--- config.mk ---
export PLATFORM = sky130hd
export DESIGN_NAME = game_sequence_loader
export DESIGN_NICKNAME = d
export VERILOG_FILES = /design/src/rtl/game_pkg.sv /design/src/rtl/note_lfsr.sv /design/src/rtl/game_sequence_loader.sv
export SDC_FILE = /design/constraint.sdc
export NUM_CORES = 1
export LEC_CHECK = 0
export BUFFER_PORTS_ARGS = -buffer_cell sky130_fd_sc_hd__buf_4
export CELL_PAD_IN_SITES_DETAIL_PLACEMENT = 1
export CELL_PAD_IN_SITES_GLOBAL_PLACEMENT = 2
export CORE_AREA = 4 4 102 104
export CTS_BUF_LIST = sky130_fd_sc_hd__clkbuf_16
export DETAILED_ROUTE_END_ITERATION = 8
export DIE_AREA = 0 0 106 108
export MAX_ROUTING_LAYER = met4
export PLACE_DENSITY_LB_ADDON = 0.1
export SLEW_MARGIN = 10
export SYNTH_ARGS = -nofsm -noshare
export SYNTH_HDL_FRONTEND = slang
export SYNTH_SLANG_ARGS = --single-unit
--- constraint.sdc ---
create_clock -name clk -period 2.25 [get_ports clk]
set_clock_uncertainty 0.2 [all_clocks]
set_input_delay 0.3375 -clock clk [delete_from_list [all_inputs] [get_ports clk]]
set_output_delay 0.3375 -clock clk [all_outputs]
set_load 0.1 [all_outputs]
--- src/rtl/game_pkg.sv ---
// game_pkg: shared state encoding and widths for the note-game sequence loader.
package game_pkg;
    typedef enum logic [3:0] {
        IDLE, CLEAR, GEN, WRITE, GAP, START, PLAY, DONE, CLEAR_ABORT
    } state_e;
    localparam logic [15:0] LFSR_MASK = 16'hB400;
    localparam int NIBBLE_W = 4;
    localparam int NOTE_W = 3;
    localparam int DATA_W = 32;
endpackage

--- src/rtl/note_lfsr.sv ---
// note_lfsr: free-running 16-bit Galois LFSR that reloads SEED instead of locking at zero.
module note_lfsr
    import game_pkg::*;
#(
    parameter logic [15:0] SEED = 16'hACE1
) (
    input  logic        clk,
    input  logic        reset,
    output logic [15:0] value
);
    logic [15:0] value_q, value_d, shifted;

    assign shifted = (value_q >> 1) ^ (value_q[0] ? LFSR_MASK : 16'h0000);
    assign value_d = (shifted == 16'h0000) ? SEED : shifted;
    assign value = value_q;

    always_ff @(posedge clk) begin
        if (!reset) value_q <= SEED;
        else value_q <= value_d;
    end
endmodule

--- src/rtl/game_sequence_loader.sv ---
// game_sequence_loader: builds a random note pattern, loads it into the game core,
// starts the game and counts completed games.
module game_sequence_loader
    import game_pkg::*;
#(
    parameter int          NOTE_COUNT  = 8,
    parameter logic [15:0] SEED        = 16'hACE1,
    parameter int          START_DELAY = 4,
    parameter bit          NO_REPEAT   = 1'b1
) (
    input  logic              clk,
    input  logic              reset,
    input  logic              new_game,
    input  logic              abort,
    input  logic              game_end,
    output logic              game_reset,
    output logic [DATA_W-1:0] data_out,
    output logic              write_enable,
    output logic              game_start,
    output logic              busy,
    output logic [7:0]        game_count
);
    state_e            state_q, state_d;
    logic [DATA_W-1:0] data_q, data_d;
    logic [2:0]        idx_q, idx_d;
    logic [NOTE_W-1:0] prev_q, prev_d, raw, note;
    logic [3:0]        dly_q, dly_d;
    logic [7:0]        count_q, count_d;
    logic [15:0]       lfsr;
    logic [12:0]       unused_lfsr;

    note_lfsr #(.SEED(SEED)) u_lfsr (.clk(clk), .reset(reset), .value(lfsr));

    assign raw = lfsr[NOTE_W-1:0];
    assign unused_lfsr = lfsr[15:NOTE_W];
    // Repeat avoidance compares against the previously written note, not the raw one.
    assign note = (NO_REPEAT && idx_q != 3'd0 && raw == prev_q) ? raw + 3'd1 : raw;

    always_comb begin
        state_d = state_q;
        data_d  = data_q;
        idx_d   = idx_q;
        prev_d  = prev_q;
        dly_d   = dly_q;
        count_d = count_q;
        case (state_q)
            IDLE:  state_d = new_game ? CLEAR : IDLE;
            CLEAR: begin
                data_d  = '0;
                idx_d   = 3'd0;
                state_d = GEN;
            end
            GEN: begin
                data_d[idx_q*NIBBLE_W +: NIBBLE_W] = {1'b0, note};
                prev_d  = note;
                idx_d   = idx_q + 3'd1;
                state_d = (idx_q == 3'(NOTE_COUNT - 1)) ? WRITE : GEN;
            end
            WRITE: begin
                dly_d   = 4'(START_DELAY);
                state_d = GAP;
            end
            GAP: begin
                dly_d   = dly_q - 4'd1;
                state_d = (dly_q == 4'd1) ? START : GAP;
            end
            START: state_d = PLAY;
            PLAY:  state_d = game_end ? DONE : PLAY;
            DONE: begin
                count_d = (count_q != 8'hFF && !abort) ? count_q + 8'd1 : count_q;
                state_d = IDLE;
            end
            CLEAR_ABORT: state_d = IDLE;
            default: state_d = IDLE;
        endcase
        if (abort && state_q != IDLE && state_q != CLEAR_ABORT) state_d = CLEAR_ABORT;
    end

    always_ff @(posedge clk) begin
        if (!reset) begin
            state_q <= IDLE;
            data_q  <= '0;
            idx_q   <= 3'd0;
            prev_q  <= '0;
            dly_q   <= 4'd0;
            count_q <= 8'd0;
        end else begin
            state_q <= state_d;
            data_q  <= data_d;
            idx_q   <= idx_d;
            prev_q  <= prev_d;
            dly_q   <= dly_d;
            count_q <= count_d;
        end
    end

    assign game_reset   = (state_q == CLEAR) || (state_q == CLEAR_ABORT);
    assign write_enable = (state_q == WRITE);
    assign game_start   = (state_q == START);
    assign busy         = (state_q != IDLE);
    assign data_out     = data_q;
    assign game_count   = count_q;
endmodule
==> impl_metrics.prom, run 1 <==
# TYPE chip_impl_metric gauge
chip_impl_metric{name="worst-r2r-setup-slack",unit="ns"} 0.16
chip_impl_metric{name="drt-initial-drc-count",unit=""} 69
chip_impl_metric{name="avgViaCountPerCell",unit=""} 4.73
chip_impl_info{name="hold_path.class",value="in2reg"} 1
chip_impl_info{name="critPathCaptureType",value="output port"} 1
chip_impl_info{name="status",value="complete, no violations"} 1
chip_impl_metric{name="leakagePower",unit="nW"} 1.48
chip_impl_metric{name="synth.avg_cell_area",unit="um^2"} 8.98
chip_impl_metric{name="design.portCount",unit=""} 49
chip_impl_metric{name="floorplan.die.height",unit="um"} 108
chip_impl_metric{name="rows",unit=""} 36
chip_impl_metric{name="ctsHoldBuffers",unit=""} 0
chip_impl_metric{name="detailed_place_hpwl",unit="um"} 5130
chip_impl_metric{name="grt_util_all_layers",unit="%"} 13.3
chip_impl_metric{name="area_delta_synth_final",unit="%"} 33.9
chip_impl_metric{name="maxCapViolations",unit=""} 0
chip_impl_metric{name="finish.net_count",unit=""} 378
chip_impl_metric{name="place_congestion",unit=""} 0.736
chip_impl_metric{name="grt_pass1_vias",unit=""} 2347
chip_impl_metric{name="dp_slack",unit="ns"} 0.0911
chip_impl_info{name="synth_most_common_cell",value="dfxtp_1"} 1
chip_impl_metric{name="detail-route-antenna-nets",unit=""} 0
chip_impl_metric{name="post_synth_instance_area",unit="um^2"} 2780
chip_impl_metric{name="grt_first_pass_wirelength",unit="um"} 11800
chip_impl_metric{name="period_minus_slack",unit="ns"} 2.20
chip_impl_metric{name="drv_slew",unit=""} 0
chip_impl_metric{name="largest_net_degree_at_the_start_of_global_routing",unit=""} 22
chip_impl_metric{name="floorplan.initialDensity",unit="%"} 29.1
chip_impl_metric{name="clk_pin_slew",unit="ns"} 0.06
chip_impl_metric{name="post_synth_inst_count",unit=""} 309
chip_impl_metric{name="ir_drop",unit="uV"} 314
chip_impl_metric{name="cts_sinks",unit=""} 62
chip_impl_info{name="cell_type_contributing_the_most_total_cell_area_after_synthesis",value="dfxtp_1"} 1
chip_impl_metric{name="chipWidth",unit="um"} 106
chip_impl_metric{name="post-route-period-util",unit="%"} 97.9
chip_impl_metric{name="max_freq",unit="MHz"} 454
chip_impl_metric{name="yosys_register_bits",unit=""} 62
chip_impl_metric{name="synth_top_cell_area_share",unit="%"} 44.7
chip_impl_metric{name="count_of_unique_library_cells_instantiated_by_yosys",unit=""} 49
chip_impl_metric{name="insertion_delay",unit="ns"} 0.33
chip_impl_metric{name="antenna_found_initial",unit=""} 0
chip_impl_info{name="crit_path_start_kind",value="register"} 1
chip_impl_metric{name="timing_worst_slew_pin_value",unit="ns"} 0.521
chip_impl_metric{name="critical_path_arrival",unit="ns"} 1.67
chip_impl_metric{name="fin_total_pwr",unit="W"} 0.00283
chip_impl_metric{name="crit_required",unit="ns"} 1.71
chip_impl_metric{name="core_region_area",unit="um^2"} 9550
chip_impl_metric{name="route.detailed.drc",unit=""} 0
chip_impl_metric{name="average_detailed_routed_wire_length_per_instance",unit="um"} 13.9
chip_impl_metric{name="cts_htree_levels",unit=""} 3
chip_impl_metric{name="dr_total_vias",unit=""} 2381
chip_impl_metric{name="number_of_buffers_created_by_cts",unit=""} 9
chip_impl_info{name="yosys_most_used_dff",value="dfxtp_1"} 1
chip_impl_metric{name="drt-total-wl",unit="um"} 7000
chip_impl_metric{name="grt_overflow",unit=""} 0
chip_impl_metric{name="critical_path_peak_fanout",unit=""} 6
chip_impl_metric{name="port_buffers",unit=""} 40
chip_impl_info{name="synth.top_cells.by_count",value="62 x dfxtp_1, 26 x nand3_1, 24 x nor2_1"} 1
chip_impl_metric{name="synth-seq-area-share",unit="%"} 44.7
chip_impl_info{name="tritoncts_clock_tree",value="built"} 1
chip_impl_info{name="root_buffer",value="clkbuf_16"} 1
chip_impl_metric{name="postLayoutCoreUtil",unit="%"} 38.9
chip_impl_metric{name="die_area",unit="um^2"} 11400
chip_impl_metric{name="post_synthesis_async_set_or_reset_flop_share",unit="%"} 0
chip_impl_metric{name="ys.warnings.count",unit=""} 0
chip_impl_metric{name="clk_path_buf_depth",unit=""} 2
chip_impl_metric{name="insertedDiodeCount",unit=""} 0
chip_impl_metric{name="share_of_final_layout_standard_cells_stronger_than_drive_strength_1",unit="%"} 28.9
chip_impl_metric{name="fin_ws",unit="ns"} 0.0462
chip_impl_metric{name="post_cts_setup_bufs",unit=""} 0
chip_impl_metric{name="detail_route.first_pass.iterations",unit=""} 4
chip_impl_info{name="critical_path_class",value="reg2out"} 1
chip_impl_metric{name="setup_violations",unit=""} 0
chip_impl_metric{name="number_of_enable_flip_flop_cells_after_synthesis",unit=""} 0
chip_impl_metric{name="hold_viol",unit=""} 0
chip_impl_info{name="top_post_synthesis_cells_by_area",value="dfxtp_1 45%, nand3_1 4.7%, ha_1 3.6%"} 1
chip_impl_metric{name="power-per-cell-area",unit="nW/um^2"} 763
chip_impl_metric{name="slew-limit-headroom",unit="%"} 65.1
chip_impl_info{name="setup_repair_after_global_routing_missed_its_margin",value="no"} 1
-- metal layers --
| layer | track usage (%) | part of all wire [%] | vias up |
|---|---|---|---|
| met5 | - | 0 | - |
| met4 | 3.89 | 0.87 | 0 |
| met3 | 4.30 | 4.6 | 7 |
| met2 | 20.3 | 47 | 45 |
| met1 | 16.8 | 48 | 1136 |
| li1 | - | - | 1193 |
-- registers in the layout, indices dropped and copies added (netlist names) --
| name | count |
|---|---|
| idx_q | 3 |
| dly_q | 4 |
| game_count | 8 |
| prev_q | 3 |
| state_q | 4 |
| u_lfsr.value | 16 |
| data_out | 24 |
-- worst max-delay path, stage by stage (launching register included) --
cell	delay (ns)
dfxtp_2	0.33
buf_4	0.15
or2_2	0.33
or3_4	0.35
buf_12	0.17
-- repair_timing --
item                                    4_1_cts  5_1_grt
gates resized for setup                       2       10
endpoints found under the setup margin        2       20
pin swaps                                     0        0
-- layout make-up --
cell class	instances	area [um^2]
Multi-Input combinational cell	215	1430
Inverter	12	45.0
Tap cell	133	166
Sequential cell	62	1250
Clock buffer	9	225
Timing Repair Buffer	65	520
Fill cell	1113	5830
Clock inverter	7	80.1
-- report_power, final --
| group | switching, W | internal, W | leakage, nW |
|---|---|---|---|
| clock network | 0.000539 | 0.000870 | 0.143 |
| registers | 0.0000176 | 0.00112 | 0.509 |
| logic | 0.000194 | 0.0000891 | 0.825 |
-- logic make-up (layout without fill, tap and decap cells) --
family / count (synthesis) / count (layout) / share of synthesized area (%)
AO/OA/AOI/OAI: 56 / 56 / 12.4
XOR/XNOR: 11 / 11 / 3.47
adder cells (fa/ha/maj): 8 / 8 / 3.61
buffers and inverters: 39 / 93 / 6.85
flip-flops: 62 / 62 / 44.7
multiplexers: 11 / 11 / 4.10
other: 1 / 8 / 0.135
AND/OR/NAND/NOR: 121 / 121 / 24.7
-- layout by cell type, fill, tap and decap left out, types with 4 or more instances in the layout --
master	synthesis	layout
buf_4	8	61
dfxtp_1	62	52
nand3_1	26	26
nor2_1	24	24
o21ai_0	20	20
nand2_1	15	15
a21oi_1	13	13
inv_1	12	12
dfxtp_2	0	10
clkbuf_16	0	9
mux2i_1	8	8
o31ai_1	8	8
conb_1	1	8
nand2b_1	7	7
and2_1	7	7
nor4_1	7	7
ha_1	8	7
xnor2_1	6	6
xor2_1	5	5
or3_1	6	5
nor2b_1	5	5
or4_1	5	4
-- through the flow --
stage	cells	instance area, um^2	hold slack, ns	setup TNS (ns)
after floorplan	316	2840	0.211	-0.258
after global placement	487	3370	0.230	0
after detailed placement	487	3370	0.229	0
after CTS	503	3680	0.0887	0
after global routing	503	3720	0.108	0
final	503	3720	0.0960	0
-- worst paths after layout --
kind	from	to	cells past startpoint
worst min-delay path	abort	state_q[3]	3
worst max register to register	idx_q[0]	data_out[21]	7
worst max-delay path	state_q[1]	busy	4
worst min register to register	u_lfsr.value[6]	u_lfsr.value[5]	1
Note: power is estimated with default switching activity, not from simulation.
==> run 2: changes to the inputs <==
--- a/config.mk
+++ b/config.mk
@@ -8,10 +8,10 @@
 export BUFFER_PORTS_ARGS = -buffer_cell sky130_fd_sc_hd__buf_4
 export CELL_PAD_IN_SITES_DETAIL_PLACEMENT = 1
 export CELL_PAD_IN_SITES_GLOBAL_PLACEMENT = 2
-export CORE_AREA = 4 4 102 104
+export CORE_AREA = 4 4 117 91
 export CTS_BUF_LIST = sky130_fd_sc_hd__clkbuf_16
 export DETAILED_ROUTE_END_ITERATION = 8
-export DIE_AREA = 0 0 106 108
+export DIE_AREA = 0 0 121 95
 export MAX_ROUTING_LAYER = met4
 export PLACE_DENSITY_LB_ADDON = 0.1
 export SLEW_MARGIN = 10
==> impl_metrics.prom, run 2 (synthesized netlist as in run 1, its figures left out) <==
# TYPE chip_impl_metric gauge
chip_impl_metric{name="die_area",unit="um^2"} 11500
chip_impl_metric{name="port_buffers",unit=""} 40
chip_impl_metric{name="route.detailed.drc",unit=""} 0
chip_impl_info{name="status",value="complete, no violations"} 1
chip_impl_metric{name="insertedDiodeCount",unit=""} 0
chip_impl_metric{name="seq_power_share",unit="%"} 38.5
chip_impl_metric{name="netSwitchingFraction",unit="%"} 23.4
chip_impl_metric{name="avgViaCountPerCell",unit=""} 4.73
chip_impl_metric{name="post-route-period-util",unit="%"} 96.7
chip_impl_info{name="critical_path_class",value="reg2out"} 1
chip_impl_info{name="most_common_library_cell_in_the_layout_ignoring_fill_and_taps",value="buf_4"} 1
chip_impl_metric{name="drt-total-wl",unit="um"} 7350
chip_impl_metric{name="power.share.combinational",unit="%"} 9.5
chip_impl_metric{name="chipWidth",unit="um"} 121
chip_impl_metric{name="hold_viol",unit=""} 0
chip_impl_metric{name="largest_register_ffs",unit=""} 24
chip_impl_metric{name="number_of_buffers_created_by_cts",unit=""} 9
chip_impl_info{name="root_buffer",value="clkbuf_16"} 1
chip_impl_metric{name="fin_ws",unit="ns"} 0.0738
chip_impl_metric{name="critical_path_arrival",unit="ns"} 1.64
chip_impl_metric{name="detailed_place_hpwl",unit="um"} 5290
chip_impl_metric{name="relative_contribution_of_the_clock_network_to_total_power",unit="%"} 52.0
chip_impl_metric{name="drv_slew",unit=""} 0
chip_impl_metric{name="max_freq",unit="MHz"} 460
chip_impl_info{name="tritoncts_clock_tree",value="built"} 1
chip_impl_metric{name="largest_net_degree_at_the_start_of_global_routing",unit=""} 22
chip_impl_metric{name="grt_first_pass_wirelength",unit="um"} 12200
chip_impl_metric{name="period_minus_slack",unit="ns"} 2.18
chip_impl_metric{name="area_delta_synth_final",unit="%"} 34.8
chip_impl_metric{name="rows",unit=""} 31
chip_impl_info{name="critPathCaptureType",value="output port"} 1
chip_impl_info{name="crit_path_start_kind",value="register"} 1
chip_impl_metric{name="core_region_area",unit="um^2"} 9500
chip_impl_metric{name="average_detailed_routed_wire_length_per_instance",unit="um"} 14.6
chip_impl_metric{name="drt-initial-drc-count",unit=""} 106
chip_impl_metric{name="share_of_final_layout_standard_cells_stronger_than_drive_strength_1",unit="%"} 29.1
chip_impl_metric{name="cellInternalPower",unit="W"} 0.00228
chip_impl_metric{name="design.portCount",unit=""} 49
chip_impl_metric{name="grt_overflow",unit=""} 0
chip_impl_metric{name="detail-route-antenna-nets",unit=""} 0
chip_impl_metric{name="power-per-cell-area",unit="nW/um^2"} 795
chip_impl_metric{name="dr_total_vias",unit=""} 2378
chip_impl_metric{name="maxCapViolations",unit=""} 0
chip_impl_metric{name="leakagePower",unit="nW"} 1.50
chip_impl_info{name="hold_path.class",value="in2reg"} 1
chip_impl_metric{name="crit_required",unit="ns"} 1.71
chip_impl_metric{name="critical_path_peak_fanout",unit=""} 7
chip_impl_metric{name="antenna_found_initial",unit=""} 0
chip_impl_metric{name="detail_route.first_pass.iterations",unit=""} 4
chip_impl_metric{name="grt_pass1_vias",unit=""} 2404
chip_impl_metric{name="fill_cells",unit=""} 1112
chip_impl_metric{name="finish.net_count",unit=""} 381
chip_impl_metric{name="final_cell_area",unit="um^2"} 3740
chip_impl_metric{name="floorplan.die.height",unit="um"} 95
chip_impl_metric{name="place_congestion",unit=""} 0.763
chip_impl_metric{name="clk_path_buf_depth",unit=""} 2
chip_impl_metric{name="dp_slack",unit="ns"} 0.0390
chip_impl_metric{name="net-switching-power",unit="W"} 0.000694
chip_impl_metric{name="insertion_delay",unit="ns"} 0.33
chip_impl_metric{name="setup_violations",unit=""} 0
chip_impl_metric{name="clk_pin_slew",unit="ns"} 0.05
chip_impl_metric{name="grt_util_all_layers",unit="%"} 14.1
chip_impl_metric{name="ir_drop",unit="uV"} 441
chip_impl_metric{name="cts_sinks",unit=""} 62
chip_impl_metric{name="placement.cell_area",unit="um^2"} 3370
chip_impl_metric{name="cts_htree_levels",unit=""} 3
chip_impl_metric{name="floorplan.initialDensity",unit="%"} 29.2
chip_impl_info{name="most-common-layout-cells",value="67 x buf_4, 52 x dfxtp_1, 26 x nand3_1"} 1
==> run 2: cell count changes in the layout (fill, tap and decap cells not counted), sizes merged <==
cell	before	now
inv	15	12
bufinv	1	3
buf	65	68
clkinvlp	2	0
clkinv	1	2
==> run 2: what timing repair did <==
item	4_1_cts	5_1_grt
gates cloned	0	0
hold buffers	0	0
buffers inserted	0	1
endpoints found under the setup margin	1	19
pin swaps	0	2
gates resized for setup	5	9
==> run 2: area by class of cell <==
type / instances / area [um^2] / share of cell area, %
clock inverters: 5 / 100 / 2.68
multi-input cells: 215 / 1430 / 38.1
well taps: 132 / 165 / 4.42
repair buffers: 68 / 523 / 14.0
flip-flops and latches: 62 / 1260 / 33.6
clock buffers: 9 / 225 / 6.02
inverters: 12 / 45.0 / 1.20
==> run 2: stage by stage <==
step / utilization, % / hold WS, ns / total power, W / instances / setup TNS [ns]
after floorplan: - / 0.211 / 0.00138 / 316 / -0.258
after global placement: 35.4 / 0.235 / 0.00144 / 488 / 0
after detailed placement: 35.4 / 0.237 / 0.00144 / 488 / 0
after CTS: 39.1 / 0.0977 / 0.00303 / 502 / 0
after global routing: 39.4 / 0.112 / 0.00310 / 503 / -0.00380
final: 39.4 / 0.107 / 0.00297 / 503 / 0
==> run 2: per-layer routing <==
layer	global-route usage (%)	vias up	part of all wire [%]
li1	-	1201	-
met1	18.5	1130	53
met2	20.4	35	42
met3	4.43	12	4.0
met4	5.38	0	1.4
met5	-	-	0
==> run 2: path summary, 6_finish.rpt <==
path	start	to	slack [ns]	depth (start not counted)
setup / recovery	state_q[0]	busy	0.07	4
hold / removal	abort	state_q[2]	0.11	3
setup reg to reg	idx_q[0]	data_out[12]	0.14	6
hold reg to reg	u_lfsr.value[6]	u_lfsr.value[5]	0.24	1
==> run 2: power groups by stage <==
stage          sequential, W  clock (W)  combinational, W
6_report             0.00114    0.00154          0.000283
5_1_grt              0.00115    0.00165          0.000304
4_1_cts              0.00114    0.00161          0.000283
3_5_place_dp         0.00117          0          0.000273
3_3_place_gp         0.00117          0          0.000272
2_1_floorplan        0.00116          0          0.000216
==> run 2: worst max-delay path, cell delays in order (launching register included) <==
cell and delay [ns]:
dfxtp_4 0.36, buf_4 0.16, or2_4 0.23, or3_4 0.38, buf_12 0.17
==> run 3: changes to the inputs <==
--- a/config.mk
+++ b/config.mk
@@ -14,7 +14,7 @@
 export DIE_AREA = 0 0 121 95
 export MAX_ROUTING_LAYER = met4
 export PLACE_DENSITY_LB_ADDON = 0.1
-export SLEW_MARGIN = 10
+export RECOVER_POWER = 25
 export SYNTH_ARGS = -nofsm -noshare
 export SYNTH_HDL_FRONTEND = slang
 export SYNTH_SLANG_ARGS = --single-unit
==> constraint.sdc (replaced) <==
create_clock -name clk -period 1.9 [get_ports clk]
set_clock_uncertainty 0.2 [all_clocks]
set_input_delay 0.285 -clock clk [delete_from_list [all_inputs] [get_ports clk]]
set_output_delay 0.285 -clock clk [all_outputs]
set_load 0.1 [all_outputs]
==> impl_metrics.prom, run 3 (synthesized netlist as in run 1, its figures left out) <==
# TYPE chip_impl_metric gauge
chip_impl_metric{name="leakagePower",unit="nW"} 1.76
chip_impl_metric{name="drt-total-wl",unit="um"} 7710
chip_impl_info{name="worstHoldStart",value="abort"} 1
chip_impl_info{name="critical_path_class",value="reg2out"} 1
chip_impl_info{name="most-common-layout-cells",value="88 x buf_4, 48 x dfxtp_1, 21 x nor2_1"} 1
chip_impl_metric{name="chipWidth",unit="um"} 121
chip_impl_metric{name="ir_drop",unit="uV"} 426
chip_impl_metric{name="detail-route-antenna-nets",unit=""} 0
chip_impl_metric{name="detailed_place_hpwl",unit="um"} 5390
chip_impl_info{name="setup_repair_after_global_routing_missed_its_margin",value="yes"} 1
chip_impl_metric{name="place_congestion",unit=""} 0.767
chip_impl_metric{name="post-route-period-util",unit="%"} 106
chip_impl_metric{name="power-per-cell-area",unit="nW/um^2"} 787
chip_impl_metric{name="period_minus_slack",unit="ns"} 2.02
chip_impl_metric{name="cellInternalPower",unit="W"} 0.00257
chip_impl_metric{name="reg2regPathDepth",unit=""} 4
chip_impl_metric{name="clk_pin_slew",unit="ns"} 0.05
chip_impl_metric{name="max_freq",unit="MHz"} 494
chip_impl_metric{name="grt_overflow",unit=""} 0
chip_impl_metric{name="detail_route.first_pass.iterations",unit=""} 4
chip_impl_metric{name="core_region_area",unit="um^2"} 9500
chip_impl_info{name="violations",value="negative setup slack"} 1
chip_impl_metric{name="clk_path_buf_depth",unit=""} 2
chip_impl_metric{name="finalNonFillerCells",unit=""} 540
chip_impl_metric{name="finish.net_count",unit=""} 416
chip_impl_metric{name="avgViaCountPerCell",unit=""} 4.69
chip_impl_metric{name="port_buffers",unit=""} 40
chip_impl_metric{name="cts_htree_levels",unit=""} 3
chip_impl_metric{name="route.detailed.drc",unit=""} 0
chip_impl_metric{name="design.portCount",unit=""} 49
chip_impl_metric{name="critPathMaxStageDelay",unit="ns"} 0.36
chip_impl_metric{name="average_detailed_routed_wire_length_per_instance",unit="um"} 14.3
chip_impl_metric{name="hold_viol",unit=""} 0
chip_impl_metric{name="net-switching-power",unit="W"} 0.000844
chip_impl_metric{name="insertion_delay",unit="ns"} 0.33
chip_impl_metric{name="numPlacedInstances",unit=""} 503
chip_impl_metric{name="netSwitchingFraction",unit="%"} 24.7
chip_impl_metric{name="grt_util_all_layers",unit="%"} 14.5
chip_impl_metric{name="share_of_final_layout_standard_cells_stronger_than_drive_strength_1",unit="%"} 43.4
chip_impl_info{name="critPathCaptureType",value="output port"} 1
chip_impl_metric{name="critical_path_arrival",unit="ns"} 1.54
chip_impl_metric{name="relative_contribution_of_the_clock_network_to_total_power",unit="%"} 47.9
chip_impl_metric{name="ctsHoldBuffers",unit=""} 0
chip_impl_metric{name="finalSetupTns",unit="ns"} -0.884
chip_impl_metric{name="maxCapViolations",unit=""} 0
chip_impl_info{name="crit_path_start_kind",value="register"} 1
chip_impl_metric{name="dr_total_vias",unit=""} 2535
chip_impl_info{name="hold_path.class",value="in2reg"} 1
chip_impl_metric{name="insertedDiodeCount",unit=""} 0
chip_impl_info{name="tritoncts_clock_tree",value="built"} 1
chip_impl_info{name="status",value="finished with violations"} 1
chip_impl_info{name="reg2reg_to",value="data_out[8]"} 1
chip_impl_metric{name="grt_first_pass_wirelength",unit="um"} 12700
chip_impl_metric{name="cts_sinks",unit=""} 62
chip_impl_metric{name="die_area",unit="um^2"} 11500
chip_impl_info{name="ordered_list_of_cells_on_the_worst_path",value="buf_6, or2_4, or3_4, buf_12"} 1
chip_impl_metric{name="largest_net_degree_at_the_start_of_global_routing",unit=""} 22
chip_impl_metric{name="seq_power_share",unit="%"} 39.4
chip_impl_metric{name="floorplan.die.height",unit="um"} 95
chip_impl_metric{name="grt_pass1_vias",unit=""} 2521
chip_impl_metric{name="drt-initial-drc-count",unit=""} 57
chip_impl_metric{name="rows",unit=""} 31
chip_impl_metric{name="fin_ws",unit="ns"} -0.122
chip_impl_metric{name="final_cell_area",unit="um^2"} 4340
chip_impl_metric{name="hold_path_depth",unit=""} 3
chip_impl_metric{name="antenna_found_initial",unit=""} 0
chip_impl_metric{name="crit_required",unit="ns"} 1.41
chip_impl_info{name="crit-reg2reg-launch",value="state_q[0]"} 1
chip_impl_metric{name="largest_register_ffs",unit=""} 24
chip_impl_metric{name="postLayoutCoreUtil",unit="%"} 45.6
chip_impl_info{name="most_common_library_cell_in_the_layout_ignoring_fill_and_taps",value="buf_4"} 1
chip_impl_info{name="cpLargestDelayFamily",value="simple AND/OR/NAND/NOR gates"} 1
chip_impl_metric{name="number_of_buffers_created_by_cts",unit=""} 9
chip_impl_metric{name="critical_path_peak_fanout",unit=""} 5
chip_impl_metric{name="power.share.combinational",unit="%"} 12.7
chip_impl_metric{name="placement.cell_area",unit="um^2"} 3620
chip_impl_metric{name="area_delta_synth_final",unit="%"} 56.2
chip_impl_info{name="min_delay_worst_endpoint",value="state_q[1]"} 1
chip_impl_info{name="root_buffer",value="clkbuf_16"} 1
chip_impl_metric{name="drv_slew",unit=""} 0
chip_impl_metric{name="floorplan.initialDensity",unit="%"} 29.2
chip_impl_metric{name="worst-r2r-setup-slack",unit="ns"} -0.11
chip_impl_metric{name="setup_violations",unit=""} 15
chip_impl_info{name="worst_path_max_delay_cell",value="dfxtp_4"} 1
chip_impl_metric{name="cp.buffers_inverters",unit=""} 2
==> run 3: changes by cell type in the layout (fill, tap and decap cells not counted), moves of 6 or more <==
cell / change
buf_4: +21
o21ai_0: -8
nand3_2: +7
buf_6: +9
nand3_1: -7
o21ai_1: +6
dfxtp_4: +8
==> run 3: repair_timing <==
item | in CTS | in global routing
endpoints found under the hold margin | 0 | 0
endpoints found under the setup margin | 25 | 40
gates cloned | 0 | 2
gates resized for setup | 20 | 37
pin swaps | 12 | 18
setup buffers | 8 | 11
==> run 3: worst reg2reg max path: cells and delay by family (launching register included) <==
kind            cells  cell delay [ns]
simple gates        2             1.00
flops               1             0.36
compound gates      2             0.33
==> run 3: layout make-up <==
cell class              instances  area [um^2]
inverters                      12         47.5
fillers                      1082         5170
multi-input cells             215         1650
well taps                     132          165
clock inverters                 6         51.3
clock buffers                  10          250
repair buffers                103          892
flip-flops and latches         62         1280
==> run 3: metal layers <==
layer	wire length, um	up-vias	global-route usage (%)
met5	0	-	-
met4	85	0	5.09
met3	293	13	4.31
met2	3430	41	21.4
met1	3910	1206	18.9
li1	-	1275	-
==> run 3: worst max-delay path by stage <==
stage,startpoint,endpoint,slack [ns],cells after the start
3_5_place_dp,state_q[0],data_out[8],-0.14,3
6_report,state_q[0],busy,-0.12,4
2_1_floorplan,state_q[0],game_start,-0.27,3
3_3_place_gp,state_q[0],data_out[14],-0.09,4
5_1_grt,state_q[0],busy,-0.17,4
4_1_cts,state_q[0],busy,-0.17,4
==> run 3: metrics by stage <==
step	hold slack [ns]	power, W	setup slack [ns]
finish	0.0601	0.00341	-0.122
global route	0.0639	0.00356	-0.174
CTS	0.0492	0.00344	-0.173
detailed placement	0.234	0.00174	-0.144
global placement	0.230	0.00173	-0.0922
floorplan	0.211	0.00164	-0.265
==> run 3: power by group through the flow <==
stage               combinational, W  sequential, W  clock (W)
floorplan                   0.000275        0.00137          0
global placement            0.000363        0.00137          0
detailed placement          0.000365        0.00137          0
CTS                         0.000401        0.00134    0.00169
global route                0.000463        0.00135    0.00175
finish                      0.000434        0.00134    0.00164
